### src/rtl/rag_csd_pkg.sv
// Shared types for the RAG context fetcher.
//   fetch_state_t : fetcher FSM states
//   meta_entry_t  : one metadata-table entry as it sits in the low 64 bits
//                   of a memory beat (addr in [31:0], length in [63:32])
package rag_csd_pkg;

   typedef enum logic [2:0] {
      S_IDLE,
      S_META_RD,
      S_DATA_RD,
      S_OUT_HOLD,
      S_FINISH
   } fetch_state_t;

   typedef struct packed {
      logic [31:0] length;
      logic [31:0] addr;
   } meta_entry_t;

endpackage

### src/rtl/doc_beat_calc.sv
// Combinational beat count for one document.
//   length : document length in bytes
//   beats  : ceil(length / BEAT_BYTES), clamped to MAX_DOC_BEATS
//   trunc  : high when the clamp was applied
// BEAT_BYTES must be a power of two.
module doc_beat_calc #(
   parameter int BEAT_BYTES    = 64,
   parameter int MAX_DOC_BEATS = 16,
   parameter int CNT_W         = 5
) (
   input  logic [31:0]      length,
   output logic [CNT_W-1:0] beats,
   output logic             trunc
);

   localparam int          SHIFT    = $clog2(BEAT_BYTES);
   localparam logic [31:0] REM_MASK = 32'(BEAT_BYTES - 1);

   logic [32:0] raw;

   // Shift-and-round-up avoids the (length + BEAT_BYTES - 1) overflow.
   always_comb begin
      raw   = {1'b0, length >> SHIFT} + {32'd0, |(length & REM_MASK)};
      trunc = raw > 33'(MAX_DOC_BEATS);
      beats = trunc ? CNT_W'(MAX_DOC_BEATS) : raw[CNT_W-1:0];
   end

endmodule

### src/rtl/context_fetcher.sv
// Fetches the documents of a ranked result set from memory.
// For each slot it reads the metadata entry (doc address + length), then
// streams the document one beat at a time to a valid/ready output, tagged
// with rank, index and score.
//   clk, rst             : clock, synchronous active-high reset
//   start/busy/done      : request handshake
//   num_results, metadata_addr_start, doc_indices, similarity_scores : query
//   mem_rd_*             : single-outstanding read port
//   out_*                : document beat stream
module context_fetcher
   import rag_csd_pkg::*;
#(
   parameter int TOP_K         = 5,
   parameter int BUS_WIDTH     = 512,
   parameter int MAX_DOC_BEATS = 16
) (
   input  logic                  clk,
   input  logic                  rst,
   input  logic                  start,
   output logic                  busy,
   output logic                  done,
   input  logic [31:0]           num_results,
   input  logic [31:0]           metadata_addr_start,
   input  logic [TOP_K*32-1:0]   doc_indices,
   input  logic [TOP_K*32-1:0]   similarity_scores,
   output logic                  mem_rd_en,
   output logic [31:0]           mem_rd_addr,
   input  logic [BUS_WIDTH-1:0]  mem_rd_data,
   input  logic                  mem_rd_valid,
   output logic                  out_valid,
   input  logic                  out_ready,
   output logic [BUS_WIDTH-1:0]  out_data,
   output logic [7:0]            out_rank,
   output logic [31:0]           out_doc_idx,
   output logic [31:0]           out_score,
   output logic                  out_last,
   output logic                  out_trunc
);

   localparam int BEAT_BYTES = BUS_WIDTH / 8;
   localparam int SHIFT      = $clog2(BEAT_BYTES);
   localparam int CNT_W      = $clog2(MAX_DOC_BEATS + 1);

   fetch_state_t state, nstate;

   logic [TOP_K*32-1:0]  idx_lat, score_lat;
   logic [31:0]          base_lat;
   logic [7:0]           slot, last_slot;
   logic [31:0]          cur_addr;
   logic [CNT_W-1:0]     total_beats, beat_num;
   logic                 trunc_lat;
   logic [BUS_WIDTH-1:0] data_lat;

   meta_entry_t          meta;
   logic [CNT_W-1:0]     calc_beats;
   logic                 calc_trunc;
   logic [31:0]          cur_idx, cur_score, n_sel;
   logic                 slot_is_last, beat_is_last;

   assign meta         = mem_rd_data[63:0];
   assign cur_idx      = idx_lat[32*int'(slot) +: 32];
   assign cur_score    = score_lat[32*int'(slot) +: 32];
   assign slot_is_last = (slot == last_slot);
   assign beat_is_last = (beat_num == total_beats - CNT_W'(1));
   assign n_sel        = (num_results == 32'd0 || num_results > 32'(TOP_K))
                         ? 32'(TOP_K) : num_results;

   doc_beat_calc #(
      .BEAT_BYTES    (BEAT_BYTES),
      .MAX_DOC_BEATS (MAX_DOC_BEATS),
      .CNT_W         (CNT_W)
   ) u_calc (
      .length (meta.length),
      .beats  (calc_beats),
      .trunc  (calc_trunc)
   );

   always_comb begin
      nstate = state;
      case (state)
         S_IDLE:     if (start) nstate = S_META_RD;
         S_META_RD:
            if (mem_rd_valid) begin
               if (calc_beats != '0) nstate = S_DATA_RD;
               else                  nstate = slot_is_last ? S_FINISH : S_META_RD;
            end
         S_DATA_RD:  if (mem_rd_valid) nstate = S_OUT_HOLD;
         S_OUT_HOLD:
            if (out_ready) begin
               if (!beat_is_last)     nstate = S_DATA_RD;
               else                   nstate = slot_is_last ? S_FINISH : S_META_RD;
            end
         S_FINISH:   nstate = S_IDLE;
         default:    nstate = S_IDLE;
      endcase
   end

   // All outputs decode from registered state, so reset clears them at once.
   always_comb begin
      busy        = (state == S_META_RD) || (state == S_DATA_RD) || (state == S_OUT_HOLD);
      done        = (state == S_FINISH);
      mem_rd_en   = (state == S_META_RD) || (state == S_DATA_RD);
      mem_rd_addr = '0;
      if (state == S_META_RD) mem_rd_addr = base_lat + (cur_idx << SHIFT);
      if (state == S_DATA_RD) mem_rd_addr = cur_addr;
      out_valid   = (state == S_OUT_HOLD);
      out_data    = out_valid ? data_lat  : '0;
      out_rank    = out_valid ? slot      : '0;
      out_doc_idx = out_valid ? cur_idx   : '0;
      out_score   = out_valid ? cur_score : '0;
      out_last    = out_valid && beat_is_last;
      out_trunc   = out_last && trunc_lat;
   end

   always_ff @(posedge clk) begin
      if (rst) begin
         state       <= S_IDLE;
         idx_lat     <= '0;
         score_lat   <= '0;
         base_lat    <= '0;
         slot        <= '0;
         last_slot   <= '0;
         cur_addr    <= '0;
         total_beats <= '0;
         beat_num    <= '0;
         trunc_lat   <= 1'b0;
         data_lat    <= '0;
      end else begin
         state <= nstate;
         case (state)
            S_IDLE:
               if (start) begin
                  idx_lat   <= doc_indices;
                  score_lat <= similarity_scores;
                  base_lat  <= metadata_addr_start;
                  slot      <= '0;
                  last_slot <= 8'(n_sel - 32'd1);
               end
            S_META_RD:
               if (mem_rd_valid) begin
                  cur_addr    <= meta.addr;
                  total_beats <= calc_beats;
                  trunc_lat   <= calc_trunc;
                  beat_num    <= '0;
                  if (calc_beats == '0 && !slot_is_last) slot <= slot + 8'd1;
               end
            S_DATA_RD:
               if (mem_rd_valid) data_lat <= mem_rd_data;
            S_OUT_HOLD:
               if (out_ready) begin
                  if (beat_is_last) begin
                     if (!slot_is_last) slot <= slot + 8'd1;
                  end else begin
                     beat_num <= beat_num + CNT_W'(1);
                     cur_addr <= cur_addr + 32'(BEAT_BYTES);
                  end
               end
            default: ;
         endcase
      end
   end

endmodule

### config.mk
export PLATFORM = sky130hd
export DESIGN_NAME = context_fetcher
export DESIGN_NICKNAME = d
export VERILOG_FILES = /design/src/rtl/rag_csd_pkg.sv /design/src/rtl/doc_beat_calc.sv /design/src/rtl/context_fetcher.sv
export SDC_FILE = /design/constraint.sdc
export NUM_CORES = 2
export LEC_CHECK = 0
export CORE_AREA = 2 2 587 589
export CTS_CLUSTER_DIAMETER = 60
export CTS_CLUSTER_SIZE = 20
export DETAILED_ROUTE_END_ITERATION = 7
export DIE_AREA = 0 0 589 591
export GPL_ROUTABILITY_DRIVEN = 0
export HOLD_SLACK_MARGIN = 0.12
export PLACE_DENSITY = 0.42
export SYNTH_ARGS = -nofsm -noshare
export SYNTH_HDL_FRONTEND = slang
export SYNTH_SLANG_ARGS = --single-unit
export TNS_END_PERCENT = 30
### constraint.sdc
create_clock -name clk -period 4.5 [get_ports clk]
set_clock_uncertainty 0.1 [all_clocks]
set_input_delay 0.675 -clock clk [delete_from_list [all_inputs] [get_ports clk]]
set_output_delay 0.675 -clock clk [all_outputs]
set_load 0.01 [all_outputs]
==> results.json <==
{
  "outcome": "finished, violations left",
  "violations": "setup timing",
  "grt_pass1_vias": 45690,
  "antenna_found_initial": 121,
  "fill_cells": 38130,
  "dp_hpwl_um": 241300,
  "grt_max_degree": 159,
  "leakagePower_nw": 25.01,
  "synth_area_um2": 40860,
  "area_growth_pct": 66.40,
  "synth_compound_gate_area_share": 0.1553,
  "start_kind": "flop",
  "rsz0062_at_grt": "true",
  "drv_cap": 0,
  "ios": 1523,
  "cts_buffers": 125,
  "nNetsFinal": 7806,
  "ctsLongestPathBuffers": 4,
  "post_synth_num_cell_types": 66,
  "die_area_um2": 348100,
  "clk_pin_slew_ns": 0.07,
  "viasPerCell": 3.968,
  "clk_latency_ns": 0.86,
  "setup_slack_ns": -1.078,
  "synth_adder_area_share": 0.01029,
  "synth_edf_count": 0,
  "wl_per_cell_um": 25.86,
  "drtPass1Iterations": 6,
  "synth_xor_area_frac": 0.009646,
  "hold_path.class": "in2reg",
  "finalHoldViolations": 0,
  "clock-root-buffer": "clkbuf_16",
  "synth-seq-cells": 926,
  "vdd_drop_max_mv": 0.3019,
  "max_freq_mhz": 179.3,
  "worstPathArrival_ns": 4.80,
  "syn_avg_cell_area_um2": 7.551,
  "power_mw": 23.06,
  "crit_path_end_kind": "output pin",
  "placementRows": 215,
  "drt_iter0_drc": 3555,
  "syn_inst": 5411,
  "utilization": 0.1989,
  "ys_warn_count": 0,
  "fin_crit_ns": 5.578,
  "synthMuxAreaShare": 0.03626,
  "routed_wl_um": 299200,
  "port_buffers": 1522,
  "syn_nets": 6345,
  "synth-seq-area-share": 0.4537,
  "grt_overflow_total": 0,
  "slew_violations": 0,
  "cts_max_level": 3,
  "grt_pass1_wl_um": 397300,
  "max-slew-margin-rel": 0.2885,
  "tightest_slew_ns": 1.067,
  "required_ns": 3.72,
  "synth_top_family_by_area": "simple AND/OR/NAND/NOR gates",
  "cp_max_fo": 6,
  "track_usage": 0.1636,
  "setup_viol_count_final": 22,
  "cts_tree": "done",
  "detail-route-antenna-nets": 0,
  "async_flop_share": 0,
  "drive_gt1_frac": 0.1128,
  "clkSinkCount": 926,
  "die_h_um": 591,
  "p_per_area_nw_per_um2": 339.2,
  "drcViolationCount": 0,
  "ys.flop_type": "dfxtp_1",
  "fp.dieW_um": 589,
  "path_class": "reg2out",
  "core_um2": 341900,
  "synth-simple-area-share": 0.2889,
  "fin_crit_sh": 1.240,
  "vias": 45920,
  "initial_utilization": 0.1195
}
-- synthesized netlist by cell type, types with 3 or more instances --
cell / instances / area share
nand3_1: 25 / 0.0031
nor3_1: 16 / 0.0020
nor2b_1: 6 / 0.00092
a21oi_1: 923 / 0.11
a21o_1: 11 / 0.0020
mux4_2: 64 / 0.035
o21ai_0: 55 / 0.0067
o21bai_1: 4 / 0.00073
o41ai_1: 3 / 0.00064
a2bb2oi_1: 5 / 0.0011
nor2_1: 163 / 0.015
o31ai_1: 6 / 0.0011
dfxtp_1: 926 / 0.45
nand2_1: 1830 / 0.17
a22oi_1: 77 / 0.014
o2111ai_1: 4 / 0.00086
nand2b_1: 20 / 0.0031
or2_2: 7 / 0.0011
and2_1: 13 / 0.0020
xnor2_1: 28 / 0.0060
xor2_1: 17 / 0.0036
a211oi_1: 17 / 0.0031
inv_1: 18 / 0.0017
nand4_1: 24 / 0.0037
a32o_1: 5 / 0.0012
a31oi_1: 5 / 0.00077
buf_1: 14 / 0.0013
or3_1: 8 / 0.0012
and3_1: 534 / 0.082
and4_1: 7 / 0.0015
mux2i_1: 4 / 0.00098
o21a_1: 5 / 0.00092
nand3b_1: 3 / 0.00055
o22ai_1: 3 / 0.00046
ha_1: 32 / 0.0098
nor4_1: 13 / 0.0020
a22o_1: 18 / 0.0039
a311oi_1: 3 / 0.00064
clkbuf_1: 463 / 0.043
-- final timing paths --
check / from / endpoint / slack (ns) / depth (start not counted)
setup / recovery: slot[0] / mem_rd_addr[28] / -1.08 / 20
hold / removal: mem_rd_data[140] / data_lat[140] / 0.24 / 3
setup reg to reg: total_beats[0] / beat_num[3] / 0.90 / 11
hold reg to reg: data_lat[186] / data_lat[186] / 0.35 / 2
-- what timing repair did --
action                                  4_1_cts  5_1_grt
pin swaps                                    44       29
hold buffers                                  1        0
gates resized for setup                     171       37
gates cloned                                  1        1
setup buffers                                28       11
hold endpoints to repair                      1        0
endpoints found under the setup margin       62       41
-- metrics by stage --
stage | hold WS (ns) | instance area (um^2) | worst slack [ns] | std cells | TNS, ns
after floorplan | 0.3319 | 40870 | 0.009323 | 5411 | 0
after global placement | 0.3372 | 62650 | -0.9945 | 11270 | -14.55
after detailed placement | 0.3418 | 62650 | -0.9729 | 11270 | -15.07
after CTS | 0.1399 | 67710 | -1.145 | 11520 | -18.41
after global routing | 0.1926 | 67930 | -1.325 | 11550 | -20.65
final | 0.2435 | 67990 | -1.078 | 11570 | -15.74
-- routing by layer --
metal,global-route usage,share of wire,vias to the layer above
met5,0.002841,0.0010,-
met4,0.04784,0.032,46
met3,0.06897,0.10,403
met2,0.2680,0.46,1937
met1,0.1936,0.41,22300
li1,-,-,21230
-- report_power, final --
part | total, mW | leakage, nW | switching, mW | internal [mW]
clock | 10.8 | 2.15 | 4.70 | 6.14
combinational | 3.39 | 15.3 | 1.86 | 1.53
sequential | 8.84 | 7.53 | 0.266 | 8.58
-- logic make-up after synthesis --
logic type,Yosys count
fa+ha+maj,33
xor+xnor,45
simple gates,2680
buf+inv,498
mux,68
compound gates,1161
flops,926
-- critical path, cell delays in order, from the launching register on --
cell and delay (ns):
dfxtp_4 0.43, buf_12 0.15, buf_4 0.11, mux4_2 0.49
a22oi_2 0.19, nor2_1 0.07, ha_1 0.30, buf_4 0.15
nand3_2 0.08, o2111ai_2 0.14, o31ai_2 0.33, buf_4 0.18
a21oi_4 0.05, o211ai_1 0.26, buf_4 0.17, nand3b_1 0.09
a21oi_2 0.18, xor2_1 0.16, o21ai_1 0.08, buf_4 0.19
buf_6 0.11
-- layout by cell type (no fill, tap or decap), types with 16 or more instances in the layout --
cell type and n:
a21oi_1 911, a22o_1 18, a22oi_1 62, and3_1 533, buf_12 73, buf_4 288
buf_6 24, clkbuf_16 126, clkdlybuf4s50_1 1405, dfxtp_1 923, diode_2 38, ha_1 27
inv_1 16, inv_6 23, mux4_2 64, nand2_1 1824, nand2b_1 17, nand3_1 23
nand4_1 24, nor2_1 156, o21ai_0 37, xnor2_1 27, xor2_1 17
-- final cells by class --
type,instances,area [um^2],share of cell area
clock inverters,95,1241,0.01825
inverters,19,72.57,0.001067
multi-input cells,3987,20910,0.3076
well taps,4557,5702,0.08386
repair buffers,1813,18190,0.2676
diodes,38,95.09,0.001399
flip-flops and latches,926,18550,0.2728
clock buffers,135,3226,0.04744
-- sequential cells by signal (all words and copies together) (netlist names) --
name,cells
base_lat,32
beat_num,5
cur_addr,32
data_lat,512
idx_lat,160
last_slot,8
score_lat,160
slot,8
state,3
total_beats,5
trunc_lat,1
Power figures use the tool's default switching activity.
